<file path="src/rtl/decode_stage_pkg.sv">
// decode_stage_pkg: RV32 opcode / ALU-op / immediate-select encodings, the control bundle,
// and the decode and immediate-generation helpers shared by decode_stage.
package decode_stage_pkg;

    localparam logic [6:0] OP_LUI    = 7'b0110111;
    localparam logic [6:0] OP_AUIPC  = 7'b0010111;
    localparam logic [6:0] OP_JAL    = 7'b1101111;
    localparam logic [6:0] OP_JALR   = 7'b1100111;
    localparam logic [6:0] OP_BRANCH = 7'b1100011;
    localparam logic [6:0] OP_LOAD   = 7'b0000011;
    localparam logic [6:0] OP_STORE  = 7'b0100011;
    localparam logic [6:0] OP_IMM    = 7'b0010011;
    localparam logic [6:0] OP_REG    = 7'b0110011;

    // ALU ops: {2'b00, alt, funct3} for arithmetic, {3'b010, funct3} for branch compares.
    localparam logic [5:0] ALU_ADD    = 6'h00;
    localparam logic [5:0] ALU_PASSB  = 6'h20;
    localparam logic [2:0] ALU_BR_CLS = 3'b010;

    typedef enum logic [2:0] {IMM_Z, IMM_I, IMM_S, IMM_B, IMM_U, IMM_J} imm_sel_e;

    typedef struct packed {
        logic       rd_we;
        logic       res_src;
        logic       branch;
        logic       jump;
        logic       mem_we;
        logic       alu_src;
        logic [5:0] alu_op;
        imm_sel_e   imm_sel;
    } ctrl_t;

    localparam ctrl_t CTRL_NOP = '{rd_we: 1'b0, res_src: 1'b0, branch: 1'b0, jump: 1'b0,
                                   mem_we: 1'b0, alu_src: 1'b0, alu_op: ALU_ADD, imm_sel: IMM_Z};

    function automatic ctrl_t decode_ctrl(input logic [31:0] ins);
        ctrl_t      c;
        logic [2:0] f3;
        f3 = ins[14:12];
        c  = CTRL_NOP;
        case (ins[6:0])
            OP_REG:    begin c.rd_we = 1'b1; c.alu_op = {2'b00, ins[30], f3}; end
            // Only SRAI uses bit 30 as an opcode bit; elsewhere it is immediate.
            OP_IMM:    begin c.rd_we = 1'b1; c.alu_src = 1'b1; c.imm_sel = IMM_I;
                             c.alu_op = {2'b00, (f3 == 3'b101) & ins[30], f3}; end
            OP_LOAD:   begin c.rd_we = 1'b1; c.res_src = 1'b1; c.alu_src = 1'b1; c.imm_sel = IMM_I; end
            OP_STORE:  begin c.mem_we = 1'b1; c.alu_src = 1'b1; c.imm_sel = IMM_S; end
            OP_BRANCH: begin c.branch = 1'b1; c.imm_sel = IMM_B; c.alu_op = {ALU_BR_CLS, f3}; end
            OP_JAL:    begin c.rd_we = 1'b1; c.jump = 1'b1; c.imm_sel = IMM_J; end
            OP_JALR:   begin c.rd_we = 1'b1; c.jump = 1'b1; c.alu_src = 1'b1; c.imm_sel = IMM_I; end
            OP_LUI:    begin c.rd_we = 1'b1; c.alu_src = 1'b1; c.imm_sel = IMM_U; c.alu_op = ALU_PASSB; end
            OP_AUIPC:  begin c.rd_we = 1'b1; c.alu_src = 1'b1; c.imm_sel = IMM_U; end
            default:   c = CTRL_NOP;
        endcase
        return c;
    endfunction

    function automatic logic signed [31:0] imm_gen(input logic [31:0] ins, input imm_sel_e sel);
        logic signed [31:0] v;
        case (sel)
            IMM_I:   v = {{20{ins[31]}}, ins[31:20]};
            IMM_S:   v = {{20{ins[31]}}, ins[31:25], ins[11:7]};
            IMM_B:   v = {{19{ins[31]}}, ins[31], ins[7], ins[30:25], ins[11:8], 1'b0};
            IMM_U:   v = {ins[31:12], 12'b0};
            IMM_J:   v = {{11{ins[31]}}, ins[31], ins[19:12], ins[20], ins[30:21], 1'b0};
            default: v = '0;
        endcase
        return v;
    endfunction

endpackage

</file>
<file path="src/rtl/decode_stage_id_hazard_unit.sv">
// id_hazard_unit: flags a load-use dependence between the load held in ID/EX and the
// source fields of the instruction currently presented to decode.
module id_hazard_unit #(
    parameter int AW = 5
) (
    input  logic          i_ex_valid,
    input  logic          i_ex_res_src,
    input  logic          i_ex_rd_we,
    input  logic [AW-1:0] i_ex_rd,
    input  logic [AW-1:0] i_id_rs1,
    input  logic [AW-1:0] i_id_rs2,
    output logic          o_hazard
);
    assign o_hazard = i_ex_valid && i_ex_res_src && i_ex_rd_we && (i_ex_rd != '0) &&
                      ((i_ex_rd == i_id_rs1) || (i_ex_rd == i_id_rs2));
endmodule

</file>
<file path="src/rtl/decode_stage.sv">
// decode_stage: ID stage with valid/ready handshake, regfile, flush and load-use bubbles.
// Define ID_WB_BYPASS_EN to make the register read ports write-first against writeback.
module decode_stage
    import decode_stage_pkg::*;
#(
    parameter int              XLEN     = 32,
    parameter int              NREGS    = 32,
    parameter int              ALU_OP_W = 6,
    parameter logic [XLEN-1:0] RESET_PC = '0,
    localparam int             AW       = $clog2(NREGS)
) (
    input  logic                clk,
    input  logic                rst_n,
    input  logic                in_valid,
    output logic                in_ready,
    input  logic [31:0]         instr,
    input  logic [XLEN-1:0]     pc_in,
    input  logic [XLEN-1:0]     next_pc_in,
    input  logic                flush,
    input  logic                ex_ready,
    input  logic                wb_we,
    input  logic [AW-1:0]       wb_addr,
    input  logic [XLEN-1:0]     wb_data,
    output logic                out_valid,
    output logic [XLEN-1:0]     pc_out,
    output logic [XLEN-1:0]     next_pc_out,
    output logic                rd_write_enable,
    output logic                res_src,
    output logic                branch,
    output logic                jump,
    output logic                mem_write_enable,
    output logic                alu_input_conf,
    output logic [ALU_OP_W-1:0] alu_op,
    output logic [XLEN-1:0]     imm,
    output logic [XLEN-1:0]     rs1_data,
    output logic [XLEN-1:0]     rs2_data,
    output logic [AW-1:0]       rd_write_addr,
    output logic [AW-1:0]       rs1_addr,
    output logic [AW-1:0]       rs2_addr
);
    logic [AW-1:0]       w_rs1, w_rs2, w_rd;
    logic [XLEN-1:0]     w_rs1_data, w_rs2_data, w_imm;
    ctrl_t               w_ctrl;
    logic                w_hazard, w_advance, w_accept;

    logic [XLEN-1:0]     r_regs [NREGS];
    logic                r_vld_p1, r_rd_we_p1, r_res_src_p1, r_branch_p1, r_jump_p1;
    logic                r_mem_we_p1, r_alu_src_p1;
    logic [ALU_OP_W-1:0] r_alu_op_p1;
    logic [XLEN-1:0]     r_pc_p1, r_npc_p1, r_imm_p1, r_rs1_data_p1, r_rs2_data_p1;
    logic [AW-1:0]       r_rd_p1, r_rs1_p1, r_rs2_p1;

    assign w_rs1  = AW'(instr[19:15]);
    assign w_rs2  = AW'(instr[24:20]);
    assign w_rd   = AW'(instr[11:7]);
    assign w_ctrl = decode_ctrl(instr);
    assign w_imm  = XLEN'(imm_gen(instr, w_ctrl.imm_sel));

`ifdef ID_WB_BYPASS_EN
    assign w_rs1_data = (w_rs1 == '0) ? '0 : (wb_we && wb_addr == w_rs1) ? wb_data : r_regs[w_rs1];
    assign w_rs2_data = (w_rs2 == '0) ? '0 : (wb_we && wb_addr == w_rs2) ? wb_data : r_regs[w_rs2];
`else
    assign w_rs1_data = (w_rs1 == '0) ? '0 : r_regs[w_rs1];
    assign w_rs2_data = (w_rs2 == '0) ? '0 : r_regs[w_rs2];
`endif

    always_ff @(posedge clk or negedge rst_n) begin
        if (!rst_n) begin
            for (int i = 0; i < NREGS; i++) r_regs[i] <= '0;
        end else if (wb_we && wb_addr != '0) begin
            r_regs[wb_addr] <= wb_data;
        end
    end

    id_hazard_unit #(.AW(AW)) u_hazard (
        .i_ex_valid   (r_vld_p1),
        .i_ex_res_src (r_res_src_p1),
        .i_ex_rd_we   (r_rd_we_p1),
        .i_ex_rd      (r_rd_p1),
        .i_id_rs1     (w_rs1),
        .i_id_rs2     (w_rs2),
        .o_hazard     (w_hazard)
    );

    assign w_advance = !r_vld_p1 || ex_ready;
    assign in_ready  = w_advance && !w_hazard && !flush;
    assign w_accept  = in_valid && in_ready;

    // ID/EX boundary: flush or an advancing cycle without accept inserts a bubble; stall holds.
    always_ff @(posedge clk or negedge rst_n) begin
        if (!rst_n) begin
            r_vld_p1      <= 1'b0;
            r_rd_we_p1    <= 1'b0;
            r_res_src_p1  <= 1'b0;
            r_branch_p1   <= 1'b0;
            r_jump_p1     <= 1'b0;
            r_mem_we_p1   <= 1'b0;
            r_alu_src_p1  <= 1'b0;
            r_alu_op_p1   <= '0;
            r_pc_p1       <= RESET_PC;
            r_npc_p1      <= RESET_PC;
            r_imm_p1      <= '0;
            r_rs1_data_p1 <= '0;
            r_rs2_data_p1 <= '0;
            r_rd_p1       <= '0;
            r_rs1_p1      <= '0;
            r_rs2_p1      <= '0;
        end else if (flush || (w_advance && !w_accept)) begin
            r_vld_p1     <= 1'b0;
            r_rd_we_p1   <= 1'b0;
            r_res_src_p1 <= 1'b0;
            r_branch_p1  <= 1'b0;
            r_jump_p1    <= 1'b0;
            r_mem_we_p1  <= 1'b0;
        end else if (w_accept) begin
            r_vld_p1      <= 1'b1;
            r_rd_we_p1    <= w_ctrl.rd_we;
            r_res_src_p1  <= w_ctrl.res_src;
            r_branch_p1   <= w_ctrl.branch;
            r_jump_p1     <= w_ctrl.jump;
            r_mem_we_p1   <= w_ctrl.mem_we;
            r_alu_src_p1  <= w_ctrl.alu_src;
            r_alu_op_p1   <= ALU_OP_W'(w_ctrl.alu_op);
            r_pc_p1       <= pc_in;
            r_npc_p1      <= next_pc_in;
            r_imm_p1      <= w_imm;
            r_rs1_data_p1 <= w_rs1_data;
            r_rs2_data_p1 <= w_rs2_data;
            r_rd_p1       <= w_rd;
            r_rs1_p1      <= w_rs1;
            r_rs2_p1      <= w_rs2;
        end
    end

    assign out_valid        = r_vld_p1;
    assign pc_out           = r_pc_p1;
    assign next_pc_out      = r_npc_p1;
    assign rd_write_enable  = r_rd_we_p1;
    assign res_src          = r_res_src_p1;
    assign branch           = r_branch_p1;
    assign jump             = r_jump_p1;
    assign mem_write_enable = r_mem_we_p1;
    assign alu_input_conf   = r_alu_src_p1;
    assign alu_op           = r_alu_op_p1;
    assign imm              = r_imm_p1;
    assign rs1_data         = r_rs1_data_p1;
    assign rs2_data         = r_rs2_data_p1;
    assign rd_write_addr    = r_rd_p1;
    assign rs1_addr         = r_rs1_p1;
    assign rs2_addr         = r_rs2_p1;

endmodule

</file>
<file path="config.mk">
export PLATFORM = sky130hd
export DESIGN_NAME = decode_stage
export DESIGN_NICKNAME = d
export VERILOG_FILES = /design/src/rtl/decode_stage_pkg.sv /design/src/rtl/decode_stage_id_hazard_unit.sv /design/src/rtl/decode_stage.sv
export SDC_FILE = /design/constraint.sdc
export NUM_CORES = 2
export LEC_CHECK = 0
export BUFFER_PORTS_ARGS = -buffer_cell sky130_fd_sc_hd__clkbuf_2
export CAP_MARGIN = 20
export CELL_PAD_IN_SITES_DETAIL_PLACEMENT = 1
export CELL_PAD_IN_SITES_GLOBAL_PLACEMENT = 2
export CORE_MARGIN = 2
export CORE_UTILIZATION = 48
export DETAILED_ROUTE_END_ITERATION = 16
export GPL_TIMING_DRIVEN = 0
export PLACE_DENSITY_LB_ADDON = 0.1
export SYNTH_ARGS = -nofsm -noshare
export SYNTH_HDL_FRONTEND = slang
export SYNTH_SLANG_ARGS = --single-unit
</file>
<file path="constraint.sdc">
create_clock -name clk -period 4.1 [get_ports clk]
set_input_delay 0.41 -clock clk [delete_from_list [all_inputs] [get_ports clk]]
set_output_delay 0.41 -clock clk [all_outputs]
set_load 0.02 [all_outputs]
</file>
== Yosys cells after proc, flatten, opt, wreduce, memory -nomap -nowiden ==
Index checks and enable logic that the tools add are counted.

* Mux-type cells: 32
* Order comparisons: 4
* Bitwise operators: 5
* Reductions and logical operators: 28
* Equal/unequal tests: 17

{| class="wikitable"
|+ Operators by type and width
! cell !! count
|-
| 1024-bit bitwise mux || 1
|-
| 32-bit binary-select mux with 5-bit select || 2
|-
| 32-bit 2-to-1 mux || 7
|-
| 32-bit demux with 5-bit select || 1
|-
| 32-bit case mux with 5 select lines || 1
|-
| 6-bit case mux with 4 select lines || 1
|-
| 7-bit by 6-bit equality test with 1-bit output, second input constant || 3
|-
| 7-bit equality test, second input constant || 3
|-
| 6-bit >= comparator, second input constant || 3
|-
| 1-bit 2-to-1 mux || 18
|-
| 5-bit inverter with 6-bit output || 3
|-
| 3-bit case mux with 5 select lines || 1
|-
| 7-bit by 5-bit equality test with 1-bit output, second input constant || 2
|-
| 5-bit equality test || 2
|-
| 1-bit logical AND || 10
|-
| 5-bit zero test || 2
|-
| 5-bit nonzero test || 2
|-
| 3-bit equality test, second input constant || 3
|-
| 7-bit by 2-bit equality test with 1-bit output, second input constant || 1
|-
| 7-bit OR reduction || 1
|-
| 3-bit by 2-bit equality test with 1-bit output, second input constant || 2
|-
| 6-bit by 1-bit < comparator with 1-bit output, second input constant || 1
|-
| 6-bit OR reduction || 1
|-
| 1-bit zero test || 4
|-
| 8 further kinds || 11
|}

* Bits of input ports: 139
* Register bits: 1,212
* Word-level logic and storage cells: 134
* Output and inout port bits: 189

== Logic depth before layout (Yosys ltp) ==
* Word-level depth: 13
* Mapped depth: 10

== By module ==
A second synthesis with hierarchy kept.

* Cells, all modules: 4,171
* Area total of the unflattened synthesis: 61,123.6 µm²

{| class="wikitable"
|+ Modules (own cells, without submodules)
! module !! seq. area each (µm²) !! cells each !! times used !! area each (µm²)
|-
| decode_stage || 30,329.1 || 4,154 || 1 || 60,994.7
|-
| id_hazard_unit || 0.0 || 17 || 1 || 128.9
|}

== Least setup slack after synthesis ==
No wires, ideal clock.

* Path kind: input-to-reg
* Start point: input port instr[15]
* End point: register r_rs1_data_p1[30] (netlist: rs1_data[30])
* Stages on the path: 7
* Path slack: 1,973 ps
* Data arrival time: 2,005 ps
* Path through: buf_2 > buf_2 > buf_2 > mux4_2 > mux2i_1 > a22oi_1 > a32o_1

* Cells in the longest elaborated chain, start to end: 12

{| class="wikitable"
|+ RTL lines
! item !! RTL line !! RTL
|-
| from (decl) || decode_stage.sv:16 || <nowiki>input logic [31:0] instr,</nowiki>
|-
| 5-bit equality test || decode_stage_id_hazard_unit.sv:15 || <nowiki>((i_ex_rd == i_id_rs1) || (i_ex_rd == i_id_rs2));</nowiki>
|-
| 1-bit logical OR || decode_stage_id_hazard_unit.sv:15 ||
|-
| 1-bit logical AND || decode_stage_id_hazard_unit.sv:14 || <nowiki>assign o_hazard = i_ex_valid && i_ex_res_src && i_ex_rd_we && (i_ex_rd != '0) &&</nowiki>
|-
| 1-bit zero test || decode_stage.sv:86 || <nowiki>assign in_ready = w_advance && !w_hazard && !flush;</nowiki>
|-
| 1-bit logical AND (2 in series) || decode_stage.sv:86 ||
|-
| 1-bit logical AND || decode_stage.sv:87 || <nowiki>assign w_accept = in_valid && in_ready;</nowiki>
|-
| 1-bit zero test || decode_stage.sv:108 || <nowiki>end else if (flush || (w_advance && !w_accept)) begin</nowiki>
|-
| 1-bit logical AND || decode_stage.sv:108 ||
|-
| 1-bit logical OR || decode_stage.sv:108 ||
|-
| 1-bit inverter (no source line) || n/a ||
|-
| 2-bit AND reduction (no source line) || n/a ||
|-
| to (signal assigned) || decode_stage.sv:127 || <nowiki>r_rs1_data_p1 <= w_rs1_data;</nowiki>
|-
| to (decl) || decode_stage.sv:50 || <nowiki>logic [XLEN-1:0] r_pc_p1, r_npc_p1, r_imm_p1, r_rs1_data_p1, r_rs2_data_p1;</nowiki>
|}

Parallel ways exist; a longest one is shown, timed or not. The select of a mux whose other input is x is not followed.
A chain may end at the register's enable or synchronous reset.

== Final worst setup path ==
* Start point: input port instr[21]
* End point: register r_rs2_data_p1[20] (netlist: rs2_data[20])

* Cells in the longest elaborated chain, start to end: 12

{| class="wikitable"
|+ RTL lines
! item !! RTL line !! RTL
|-
| 5-bit equality test || decode_stage_id_hazard_unit.sv:15 ||
|-
| 1-bit logical OR || decode_stage_id_hazard_unit.sv:15 ||
|-
| 1-bit logical AND || decode_stage_id_hazard_unit.sv:14 ||
|-
| 1-bit zero test || decode_stage.sv:86 ||
|-
| 1-bit logical AND (2 in series) || decode_stage.sv:86 ||
|-
| 1-bit logical AND || decode_stage.sv:87 ||
|-
| 1-bit zero test || decode_stage.sv:108 ||
|-
| 1-bit logical AND || decode_stage.sv:108 ||
|-
| 1-bit logical OR || decode_stage.sv:108 ||
|-
| 1-bit inverter (no source line) || n/a ||
|-
| 2-bit AND reduction (no source line) || n/a ||
|-
| to (signal assigned) || decode_stage.sv:128 || <nowiki>r_rs2_data_p1 <= w_rs2_data;</nowiki>
|-
| to (decl) || decode_stage.sv:50 ||
|}

Parallel ways exist; a longest one is shown, timed or not. The select of a mux whose other input is x is not followed.

==> results.md <==
* Worst-skew pair later-pin latency at 800 ps
* Clock Tree Buf Depth at 3
* Cell variety after synth at 48
* Combinational power share at 20.5%
* First-pass GRT wire length at 339 mm
* Routed length per instance at 34.9 µm
* Reg2reg path depth at 9
* Power density over the cells at 500 nW/µm²
* # DRC at 0
* Die Height at 362 µm
* Place WS at 184 ps
* R2R Setup Slk at 990 ps
* Peak supply drop at 0.470 mV
* Area post-placement at 65800 µm²
* Num rows at 131
* Crit path launch type: primary input
* Hold Crit Start: wb_data[8]
* Core area at 127000 µm²
* Area share of the largest cell type after synthesis at 49.3%
* Power share of the clock group at 35.3%
* Hold Vio Cnt, Final at 0
* Worst Hold End: r_regs[8]
* Design Area, Final at 71700 µm²
* Share of layout cells above drive strength 1 at 42.3%
* Vias in the first global route at 46400
* Syn Std Cell Area at 61600 µm²
* Setup_tns at 0 ps
* Die width at 362 µm
* CTS Buf Count at 141
* Setup ws final at 803 ps
* Area of the multi-input gates at 29200 µm²
* Max Cap Violations at 0
* Via count at 43900
* RSZ-0062 raised after global routing: false
* DR vias/cell at 6.50
* Worst Path Max Fanout at 10
* HP Class: primary input to flip-flop
* Synthesized instance count at 4369
* Min Tclk post-route at 3300 ps
* Sequential Power Share at 44.1%
* Post-synth ARST share at 100%
* Warnings from Yosys at 0
* Clk slew on worst S/H paths at 60 ps
* Commonest non-fill, non-tap cells in the layout: dfrtp_1 (1212), mux2_2 (992), mux4_2 (415)
* Top sig layer: met5
* Required @ worst endpoint at 4760 ps
* Largest area contributor in the netlist: dfrtp_1
* Fmax at 303 MHz
* Crit. End Element: flip-flop
* Remaining antenna violation count after routing at 0
* Total track usage at 36.2%
* Total Nets Final at 5122
* Sequential fraction of the synthesis area at 49.3%
* M1 WL at 96.4 mm
* Post-Syn Nets at 4508
* Final WL at 236 mm
* Total gr overflow at 0
* Dpl hpwl at 165 mm
* Initial DRC count at 4459
* Commonest non-fill, non-tap cell in the layout: dfrtp_1
* Worst R2R End: branch
* Final setup fails at 0
* Clk root buf: clkbuf_16
* Number of antenna violations at the first check in global routing at 13
* Internal Power at 0.0254 W
* # fillers at 12400
* H-tree depth at 4
* Worst EP arrival at 3950 ps
* Post-synth EDFFs at 0
* FF-to-FF Start: rd_write_addr[1]
* FF+latch area at 30300 µm²
* Tcrit/Tclk final at 80.4%
* Psw at 0.0105 W
* Slew headroom at 16.3%
* Hold Path Stages at 2
* Post-synthesis register bit count at 1212
* Synth Flop Type: dfrtp_1
* Sinks on Clock Net at 1212
* Post-CTS setup buffer count at 0
* Switching share of power at 29.2%
* Routability-driven placement congestion ratio at 0.902
* Design Power at 0.0358 W
* DR pass1 iterations at 8
* I/O pin cnt at 328
* Starting Density at 48.3%
* Top cells by area, synth: dfrtp_1 (49%), mux2_2 (18%), mux4_2 (15%), mux2i_1 (5.7%), nand2_1 (1.9%)
* Status: finished, final reports clean
* Lkg Pwr at 32.3 nW
* Metal2 WL at 109 mm
* Met3 WL at 20.4 mm
* Worst Path Class, Setup: primary input to flip-flop
* Full die area at 131000 µm²
* Area Overhead vs Synth at 16.5%
* Syn avg cell area at 14.1 µm²
* Largest net degree at the start of global routing at 109
* Fin Clk Skew at 30.3 ps
* CTS tree: yes
* Pins Over Slew Limit at 0
* Port Buffer Count at 322
* Worst-Margin Slew at 1260 ps
[through the flow]
stage	utilization (%)	hold slack (ps)	instances
global placement	51.2	452	6353
finish	56.3	54.1	6758
global route	56.3	28.4	6754
floorplan	-	114	4369
detailed placement	51.7	456	6381
CTS	56.2	4.75	6748
[cell usage after synthesis (all sizes together), types with 2 or more instances]
| library cell | number |
|---|---|
| dfrtp | 1212 |
| mux2 | 992 |
| mux4 | 415 |
| mux2i | 353 |
| nand2 | 308 |
| clkbuf | 245 |
| buf | 216 |
| o21ai | 128 |
| a22oi | 104 |
| a221oi | 97 |
| nor2 | 95 |
| a21oi | 88 |
| a32o | 33 |
| nand3 | 14 |
| xor2 | 10 |
| nor2b | 8 |
| and2 | 5 |
| nor3 | 5 |
| inv | 4 |
| nand3b | 4 |
| nor3b | 4 |
| o31ai | 4 |
| and3 | 3 |
| nand2b | 3 |
| o21a | 2 |
| or3 | 2 |
[critical path: stages]
cell     delay, ps
buf_2          220
buf_4          320
buf_2          580
buf_1          900
mux4_2         410
o21ai_0        520
o21ai_0        210
a21oi_1        230
a21oi_1        100
[final cells by class]
class / count / area share, %
Clock buffer: 216 / 6.06
Multi-Input combinational cell: 2692 / 40.7
Inverter: 4 / 0.0209
Antenna cell: 5 / 0.0174
Clock inverter: 35 / 0.351
Buffer: 461 / 2.83
Timing Repair Buffer: 471 / 4.81
Tap cell: 1662 / 2.90
Sequential cell: 1212 / 42.3
[repair_timing]
item	CTS	global route
endpoints found under the hold margin	209	0
hold buffers	116	0
resized for setup	0	0
[cells by family after synthesis]
kind of cell / synth area share, %
buffers and inverters: 3.31
DFF: 49.3
and+or+nand+nor: 3.03
xor gates and xnor gates: 0.142
muxes: 39.1
AOI/OAI and AO/OA: 5.18
[registers in the layout, summed over array words and instances (netlist names), 5 cells and up]
name and flops:
alu_op 6, r_regs 1024, rs1_data 32, rs2_data 32
imm 32, rd_write_addr 5, next_pc_out 32, rs2_addr 5
pc_out 32, rs1_addr 5
[how the worst max path moves through the flow]
stage               slack, ps             start      endpoint  cells past startpoint
global placement       -28110             rst_n   r_regs[978]                      1
CTS                       980  rd_write_addr[1]        branch                      9
detailed placement        180         instr[21]  rs2_data[20]                      9
global route              740         instr[21]  rs2_data[20]                      9
floorplan                1970         instr[15]  rs1_data[30]                      7
finish                    800         instr[21]  rs2_data[20]                      9
[metal layers]
layer,up-vias,GRT usage (%)
li1,17700,-
met1,23800,48.5
met2,1900,56.1
met3,489,9.82
met4,18,14.6
met5,-,0.555
[power by group through the flow]
stage	combinational [W]	clock, W	sequential, W
final	0.00736	0.0127	0.0158
after global routing	0.00782	0.0132	0.0161
after CTS	0.00731	0.0128	0.0157
after detailed placement	0.00717	0	0.0159
after global placement	0.00691	0	0.0158
after floorplan	0.00472	0	0.0156
Note: power is estimated with default switching activity, not from simulation.
